===== config.mk =====
export PLATFORM = sky130hd
export DESIGN_NAME = sprite_pixel_gen_flat
export DESIGN_NICKNAME = d
export VERILOG_FILES = /design/src/rtl/vga_pkg.sv /design/src/rtl/sprite_pixel_gen_if.sv /design/src/rtl/button_debounce.sv /design/src/rtl/sprite_pixel_gen.sv /design/src/flat_wrapper.sv
export SDC_FILE = /design/constraint.sdc
export NUM_CORES = 1
export LEC_CHECK = 0
export BUFFER_PORTS_ARGS = -buffer_cell sky130_fd_sc_hd__buf_2
export CORE_ASPECT_RATIO = 0.5
export CORE_MARGIN = 8
export CORE_UTILIZATION = 45
export DETAILED_ROUTE_END_ITERATION = 8
export SYNTH_ARGS = -nofsm -noshare
export SYNTH_HDL_FRONTEND = slang
export SYNTH_SLANG_ARGS = --single-unit

===== constraint.sdc =====
create_clock -name clk -period 2.5 [get_ports clk]
set_clock_uncertainty 0.05 [all_clocks]
set_input_delay 0.125 -clock clk [delete_from_list [all_inputs] [get_ports clk]]
set_output_delay 0.125 -clock clk [all_outputs]
set_load 0.1 [all_outputs]

===== src/rtl/vga_pkg.sv =====
// vga_pkg: shared VGA geometry defaults, colour layout, sprite motion helpers and debounce states
package vga_pkg;
  localparam int H_ACTIVE_DEF = 640;
  localparam int V_ACTIVE_DEF = 480;
  typedef struct packed {
    logic [2:0] r;
    logic [2:0] g;
    logic [1:0] b;
  } rgb_t;
  localparam rgb_t BLACK = '{r: 3'd0, g: 3'd0, b: 2'd0};
  localparam rgb_t BLUE  = '{r: 3'd0, g: 3'd0, b: 2'd3};
  typedef enum logic {DIR_POS, DIR_NEG} dir_t;
  typedef struct packed {
    logic [9:0] pos;
    dir_t       dir;
  } axis_t;
  typedef enum logic [1:0] {DB_IDLE, DB_CONFIRM_HIGH, DB_PRESSED, DB_CONFIRM_LOW} db_state_t;
  function automatic logic in_span(input logic [10:0] v, input logic [10:0] lo, input logic [10:0] w);
    return (v >= lo) && (v < lo + w);
  endfunction
  // One frame of bounce on one axis; clamps to [0, lim] and reverses at either wall.
  function automatic axis_t axis_step(input axis_t a, input logic [10:0] lim, input logic [10:0] step);
    logic [10:0] p;
    p = {1'b0, a.pos};
    axis_step = a;
    if (a.dir == DIR_POS) begin
      axis_step.pos = (p + step >= lim) ? 10'(lim) : 10'(p + step);
      axis_step.dir = (p + step >= lim) ? DIR_NEG : DIR_POS;
    end else begin
      axis_step.pos = (p <= step) ? 10'd0 : 10'(p - step);
      axis_step.dir = (p <= step) ? DIR_POS : DIR_NEG;
    end
  endfunction
endpackage


===== src/rtl/sprite_pixel_gen_if.sv =====
// sprite_pixel_gen_if: pixel request / colour reply bus between signal_gen and a colour source
interface sprite_pixel_gen_if;
  logic       req;
  logic [9:0] col;
  logic [9:0] row;
  logic [7:0] switches;
  logic [7:0] next_color;
  modport master (output req, col, row, switches, input next_color);
  modport slave  (input req, col, row, switches, output next_color);
endinterface


===== src/rtl/button_debounce.sv =====
// button_debounce: synchronises a raw button and emits one pulse per debounced press
module button_debounce
  import vga_pkg::*;
#(
  parameter int DEBOUNCE_CYCLES = 500000
) (
  input  logic clk,
  input  logic rst_n,
  input  logic btn_raw,
  output logic press_pulse
);
  localparam int CW = $clog2(DEBOUNCE_CYCLES + 1);
  db_state_t state_q, state_d;
  logic [CW-1:0] cnt_q, cnt_d;
  logic [1:0] sync_q;
  logic level, differ, done;
  always_ff @(posedge clk or negedge rst_n) begin
    if (!rst_n) begin
      state_q <= DB_IDLE;
      cnt_q   <= '0;
      sync_q  <= '0;
    end else begin
      state_q <= state_d;
      cnt_q   <= cnt_d;
      sync_q  <= {sync_q[0], btn_raw};
    end
  end
  // The counter runs over consecutive differing cycles; the state-entry cycle counts as the first.
  always_comb begin
    level   = (state_q == DB_PRESSED) || (state_q == DB_CONFIRM_LOW);
    differ  = sync_q[1] ^ level;
    done    = cnt_q == CW'(DEBOUNCE_CYCLES - 1);
    cnt_d   = (differ && !done) ? cnt_q + CW'(1) : '0;
    state_d = state_q;
    case (state_q)
      DB_IDLE:         state_d = differ ? DB_CONFIRM_HIGH : DB_IDLE;
      DB_CONFIRM_HIGH: state_d = !differ ? DB_IDLE : done ? DB_PRESSED : DB_CONFIRM_HIGH;
      DB_PRESSED:      state_d = differ ? DB_CONFIRM_LOW : DB_PRESSED;
      DB_CONFIRM_LOW:  state_d = !differ ? DB_PRESSED : done ? DB_IDLE : DB_CONFIRM_LOW;
      default:         state_d = DB_IDLE;
    endcase
  end
  always_comb press_pulse = (state_q == DB_CONFIRM_HIGH) && differ && done;
endmodule


===== src/rtl/sprite_pixel_gen.sv =====
// sprite_pixel_gen: colour source drawing one bouncing square sprite over a solid background
module sprite_pixel_gen
  import vga_pkg::*;
#(
  parameter int   H_ACTIVE        = H_ACTIVE_DEF,
  parameter int   V_ACTIVE        = V_ACTIVE_DEF,
  parameter int   SPRITE_W        = 32,
  parameter int   SPRITE_H        = 32,
  parameter int   STEP            = 2,
  parameter rgb_t BG_COLOR        = BLUE,
  parameter int   DEBOUNCE_CYCLES = 500000
) (
  input  logic clk,
  input  logic rst_n,
  input  logic pause_button,
  sprite_pixel_gen_if.slave bus
);
  localparam logic [10:0] XMAX = 11'(H_ACTIVE - SPRITE_W);
  localparam logic [10:0] YMAX = 11'(V_ACTIVE - SPRITE_H);
  rgb_t  color_q, color_d;
  axis_t sprite_x_q, sprite_x_d, sprite_y_q, sprite_y_d;
  logic  frame_tick_q, frame_tick_d, paused_q, paused_d;
  logic  press_pulse, in_area, on_sprite, move;
  button_debounce #(.DEBOUNCE_CYCLES(DEBOUNCE_CYCLES)) u_db (
    .clk(clk),
    .rst_n(rst_n),
    .btn_raw(pause_button),
    .press_pulse(press_pulse)
  );
  // Motion reads paused_q, so a press landing on the tick cycle only affects later frames.
  always_comb begin
    in_area      = ({1'b0, bus.col} < 11'(H_ACTIVE)) && ({1'b0, bus.row} < 11'(V_ACTIVE));
    on_sprite    = in_span({1'b0, bus.col}, {1'b0, sprite_x_q.pos}, 11'(SPRITE_W)) &&
                   in_span({1'b0, bus.row}, {1'b0, sprite_y_q.pos}, 11'(SPRITE_H));
    color_d      = !bus.req ? color_q : !in_area ? BLACK : on_sprite ? rgb_t'(bus.switches) : BG_COLOR;
    frame_tick_d = bus.req && (bus.col == 10'(H_ACTIVE - 1)) && (bus.row == 10'(V_ACTIVE - 1));
    paused_d     = paused_q ^ press_pulse;
    move         = frame_tick_q && !paused_q;
    sprite_x_d   = move ? axis_step(sprite_x_q, XMAX, 11'(STEP)) : sprite_x_q;
    sprite_y_d   = move ? axis_step(sprite_y_q, YMAX, 11'(STEP)) : sprite_y_q;
  end
  always_ff @(posedge clk or negedge rst_n) begin
    if (!rst_n) begin
      color_q      <= BLACK;
      sprite_x_q   <= '{pos: 10'd0, dir: DIR_POS};
      sprite_y_q   <= '{pos: 10'd0, dir: DIR_POS};
      frame_tick_q <= 1'b0;
      paused_q     <= 1'b0;
    end else begin
      color_q      <= color_d;
      sprite_x_q   <= sprite_x_d;
      sprite_y_q   <= sprite_y_d;
      frame_tick_q <= frame_tick_d;
      paused_q     <= paused_d;
    end
  end
  assign bus.next_color = color_q;
endmodule


===== src/flat_wrapper.sv =====
// flat-port wrapper written by rule: the top's interface ports become plain ports
module sprite_pixel_gen_flat import vga_pkg::*;
#(
  parameter int   H_ACTIVE        = H_ACTIVE_DEF,
  parameter int   V_ACTIVE        = V_ACTIVE_DEF,
  parameter int   SPRITE_W        = 32,
  parameter int   SPRITE_H        = 32,
  parameter int   STEP            = 2,
  parameter rgb_t BG_COLOR        = BLUE,
  parameter int   DEBOUNCE_CYCLES = 500000
)
  (clk, rst_n, pause_button, bus_req, bus_col, bus_row, bus_switches, bus_next_color);
  sprite_pixel_gen_if bus_i ();
  input  logic clk;
  input  logic rst_n;
  input  logic pause_button;
  input wire logic [$bits(bus_i.req)-1:0] bus_req;
  input wire logic [$bits(bus_i.col)-1:0] bus_col;
  input wire logic [$bits(bus_i.row)-1:0] bus_row;
  input wire logic [$bits(bus_i.switches)-1:0] bus_switches;
  output wire logic [$bits(bus_i.next_color)-1:0] bus_next_color;
  assign bus_i.req = bus_req;
  assign bus_i.col = bus_col;
  assign bus_i.row = bus_row;
  assign bus_i.switches = bus_switches;
  assign bus_next_color = bus_i.next_color;
  sprite_pixel_gen #(.H_ACTIVE(H_ACTIVE), .V_ACTIVE(V_ACTIVE), .SPRITE_W(SPRITE_W), .SPRITE_H(SPRITE_H), .STEP(STEP), .BG_COLOR(BG_COLOR), .DEBOUNCE_CYCLES(DEBOUNCE_CYCLES)) u_core (.clk(clk), .rst_n(rst_n), .pause_button(pause_button), .bus(bus_i));
endmodule

==> impl_metrics.csv <==
group,metric,value,unit
outcome,status,"completed",
power,p_total,1.857,mW
job,max_cap_viol,0,
global_routing,gr-total-overflow,0,
sta,final_hold_viol_count,0,
critical_path,reg2reg_setup_slack,140,ps
clock_tree,htree_levels,2,
power,total_leakage_power,2.078,nW
detailed_routing,routed_wl,9510,um
global_routing,grt_start_max_net_pins,54,
synthesis,yosysWarningCount,0,
clock_tree,number_of_buffers_created_by_cts,5,
synthesis,synth.avg_cell_area,8.864,sq um
layout,syn2layout_area_growth,17.96,%
detailed_routing,ant_nets,0,
detailed_routing,num_vias,3488,
layout,nFillCells,819,
critical_path,max_stage_delay,450,ps
critical_path,worst-path-stages,8,
layout,drive_gt1_share,20.82,%
global_routing,antenna_found_initial,0,
power,p_seq_share,47.1,%
synthesis,synth_seq_cells,53,
synthesis,number_of_enable_flip_flop_cells_after_synthesis,0,
synthesis,syn-num-nets,523,
sta,max_slew_margin,46.13,%
critical_path,startpoint,"u_core.sprite_x_q[8]",
place,io_buffer_count,39,
power,power_frac_clock,43.2,%
clock_tree,root_buffer,"sky130_fd_sc_hd__clkbuf_16",
min_path,hold_path.class,"input pin to flop",
critical_path,critPathBufInv,0,
detailed_routing,post_drt_wl_per_cell,15.07,um
power,cell_internal_pwr,1.409,mW
layout,multiInputGateArea,2512,sq um
critical_path,crit_required,2690,ps
global_routing,groute.layer.met3.usage,3.100,%
detailed_routing,first_iter_violations,159,
layout,seqCellArea,1330,sq um
clock_tree,clock_tree.buffer_depth,2,
synthesis,synth-main-ff-cell,"sky130_fd_sc_hd__dfrtp_1",
critical_path,critPathCapture,"u_core.bus.next_color[5]",
critical_path,cpLargestDelayFamily,"compound AO/OA/AOI/OAI gates",
detailed_routing,detail_route.vias_per_cell,5.528,
synthesis,synthDistinctLibCells,72,
floorplanning,coreArea,8678,sq um
layout,finish.net_count,584,
critical_path,r2r-end,"u_core.bus.next_color[5]",
sta,holdWs,34.74,ps
critical_path,ff_to_ff_start,"u_core.sprite_x_q[8]",
clock_tree,worst_skew_pair_latency,300,ps
synthesis,asyncSetResetFlopFracSynth,100.0,%
sta,worst_pin_slew,808.1,ps
global_routing,grtUsageMet1,19.37,%
global_routing,wire_length_of_the_first_global_routing_pass,15930,um
synthesis,post_synth_instance_area,4006,sq um
sta,grt_setup_unrepaired,"false",
place,place_congestion,0.8687,
synthesis,synthesis.instances,452,
critical_path,critical-path-slowest-cell,"sky130_fd_sc_hd__dfrtp_1",
power,peakVddDrop,0.0002570,V
power,sw_frac_of_total,24.12,%
critical_path,reg2regPathDepth,8,
global_routing,top_usage_layer,"met2",
sta,post-route-min-period,2360,ps
synthesis,yosys-top-cells-area,"sky130_fd_sc_hd__dfrtp_1 (33%), sky130_fd_sc_hd__ha_1 (12%), sky130_fd_sc_hd__nor2_1 (4.2%)",
floorplanning,fp.dieArea,12360,sq um
global_routing,grt_usage,16.08,%
power,power_density,393.0,nW/um^2
power,comb_power_share,9.7,%
synthesis,synth_top_area_share,33.10,%
layout,antennaDiodeCount,0,
clock_tree,cts.clk_slew.worst_paths,70,ps
synthesis,yosys.area.top_type,"sky130_fd_sc_hd__dfrtp_1",
sta,finalSetupTns,0,ps
critical_path,timing.critical_path.fanout_max,6,
layout,layout.cells.non_filler,631,
sta,timing_max_transition_violations_final,0,
critical_path,critPathKind,"flop to flop",
sta,min_period_over_period,94.38,%
place,detailedPlacementHpwl,7313,um
floorplanning,initial_utilization,46.16,%
global_routing,grt_util_met2,28.88,%
sta,setup_viol_count_final,0,
global_routing,first_global_vias,3315,
synthesis,synth_seq_area_share,33.10,%
place,place_inst,613,
detailed_routing,post-route-drc-count,0,
clock_tree,clock-sinks,53,
critical_path,worst-endpoint-arrival,2550,ps
critical_path,cp-end-kind,"flop",
floorplanning,placementRows,24,
floorplanning,pin_count,40,
clock_tree,tritoncts,"built",
floorplanning,die-width,149.4,um
min_path,launch_instance_of_the_worst_min_delay_path,"bus_switches[0]",
floorplanning,die_boundary_height,82.72,um
critical_path,critical_path.startpoint_type,"flop",
sta,clock.fmax,423.8,MHz
detailed_routing,drtPass1Iterations,4,
power,switching_power,0.4479,mW
critical_path,critical_path.cell_chain,"nand3_2 > xnor2_1 > ha_1 > a21o_1 > a221oi_2 > o211ai_1 > nor3_4 > a22o_1",
-- synthesized netlist by cell type (6+ instances only) --
library cell	n
sky130_fd_sc_hd__o21ai_1	11
sky130_fd_sc_hd__xor2_1	12
sky130_fd_sc_hd__nor3_1	18
sky130_fd_sc_hd__nand4_1	13
sky130_fd_sc_hd__and3_1	6
sky130_fd_sc_hd__nor2_1	45
sky130_fd_sc_hd__dfrtp_1	53
sky130_fd_sc_hd__o21ai_0	14
sky130_fd_sc_hd__nand2_1	30
sky130_fd_sc_hd__ha_1	39
sky130_fd_sc_hd__nand3_1	25
sky130_fd_sc_hd__buf_2	7
sky130_fd_sc_hd__xnor2_1	18
sky130_fd_sc_hd__a21oi_1	23
sky130_fd_sc_hd__a22o_1	8
sky130_fd_sc_hd__inv_1	27
-- layout make-up --
type                    instances  area share (%)
clock inverters                 3          0.9267
clock buffers                   5           2.648
multi-input cells             353           53.16
flip-flops and latches         53           28.14
repair buffers                 72           9.796
well taps                     117           3.098
inverters                      28           2.224
-- worst register-to-register path, stage by stage, from the launching register on --
cell	delay [ps]
sky130_fd_sc_hd__dfrtp_1	450
sky130_fd_sc_hd__nand3_2	170
sky130_fd_sc_hd__xnor2_1	160
sky130_fd_sc_hd__ha_1	300
sky130_fd_sc_hd__a21o_1	190
sky130_fd_sc_hd__a221oi_2	280
sky130_fd_sc_hd__o211ai_1	220
sky130_fd_sc_hd__nor3_4	320
sky130_fd_sc_hd__a22o_1	180
-- worst min path at each step --
stage               depth (start not counted)                        to  slack, ps
CTS                                         2  u_core.bus.next_color[7]          1
detailed placement                          1     u_core.u_db.sync_q[0]        190
global placement                            1     u_core.u_db.sync_q[0]        190
floorplan                                   0  u_core.bus.next_color[0]       -220
global route                                3  u_core.bus.next_color[0]         40
finish                                      3  u_core.bus.next_color[0]         30
-- per-stage QoR --
step	area, sq um	worst slack (ps)	utilization (%)
CTS	4647	48.59	53.55
floorplan	4006	213.3	-
global placement	4418	69.19	50.91
detailed placement	4418	6.254	50.91
global route	4726	8.727	54.46
finish	4726	140.5	54.46
-- power groups by stage --
stage                     Combinational, mW  Sequential (mW)  Clock (mW)
after floorplan                      0.0661            0.919           0
after global placement                0.169            0.891           0
after detailed placement              0.170            0.891           0
after CTS                             0.178            0.874       0.828
after global routing                  0.203            0.875       0.869
final                                 0.181            0.874       0.803
-- cells by family after synthesis --
kind of cell / after synthesis / synth area share, %
AO/OA/AOI/OAI: 104 / 18.36
XOR/XNOR: 31 / 6.964
adder cells (fa/ha/maj): 39 / 12.18
buffers and inverters: 46 / 5.184
flip-flops: 53 / 33.10
multiplexers: 3 / 0.7808
AND/OR/NAND/NOR: 176 / 23.42
-- cells in the final DEF, fill, tap and decap left out, types with 14 or more instances in the layout --
cell type,synthesis,routed
sky130_fd_sc_hd__buf_2,7,39
sky130_fd_sc_hd__buf_4,5,25
sky130_fd_sc_hd__nand3_1,25,24
sky130_fd_sc_hd__nor3_1,18,18
sky130_fd_sc_hd__nand2_1,30,30
sky130_fd_sc_hd__nor2_1,45,45
sky130_fd_sc_hd__dfrtp_1,53,50
sky130_fd_sc_hd__a21oi_1,23,22
sky130_fd_sc_hd__xnor2_1,18,18
sky130_fd_sc_hd__o21ai_0,14,14
sky130_fd_sc_hd__inv_1,27,25
sky130_fd_sc_hd__ha_1,39,37
-- routing by layer --
| layer | up-vias | routed length, um |
|---|---|---|
| met2 | 50 | 4643 |
| met1 | 1666 | 4361 |
| met4 | 0 | 126 |
| met5 | - | 0 |
| met3 | 10 | 378 |
| li1 | 1762 | - |
-- what timing repair did --
item	in CTS	in global routing
hold buffers	6	2
resized for setup	0	11
pin swaps	1	6
buffers inserted	0	2
hold endpoints to repair	58	2
setup endpoints to repair	2	6
-- flip-flops by register name, summed over array words and instances, names as in the netlist --
name / count
u_core.paused_q: 1
u_core.u_db.cnt_q: 19
u_core.frame_tick_q: 1
u_core.u_db.state_q: 2
u_core.sprite_y_q: 10
u_core.sprite_x_q: 10
u_core.bus.next_color: 8
u_core.u_db.sync_q: 2
No activity file was read; power rests on OpenSTA's default activity.
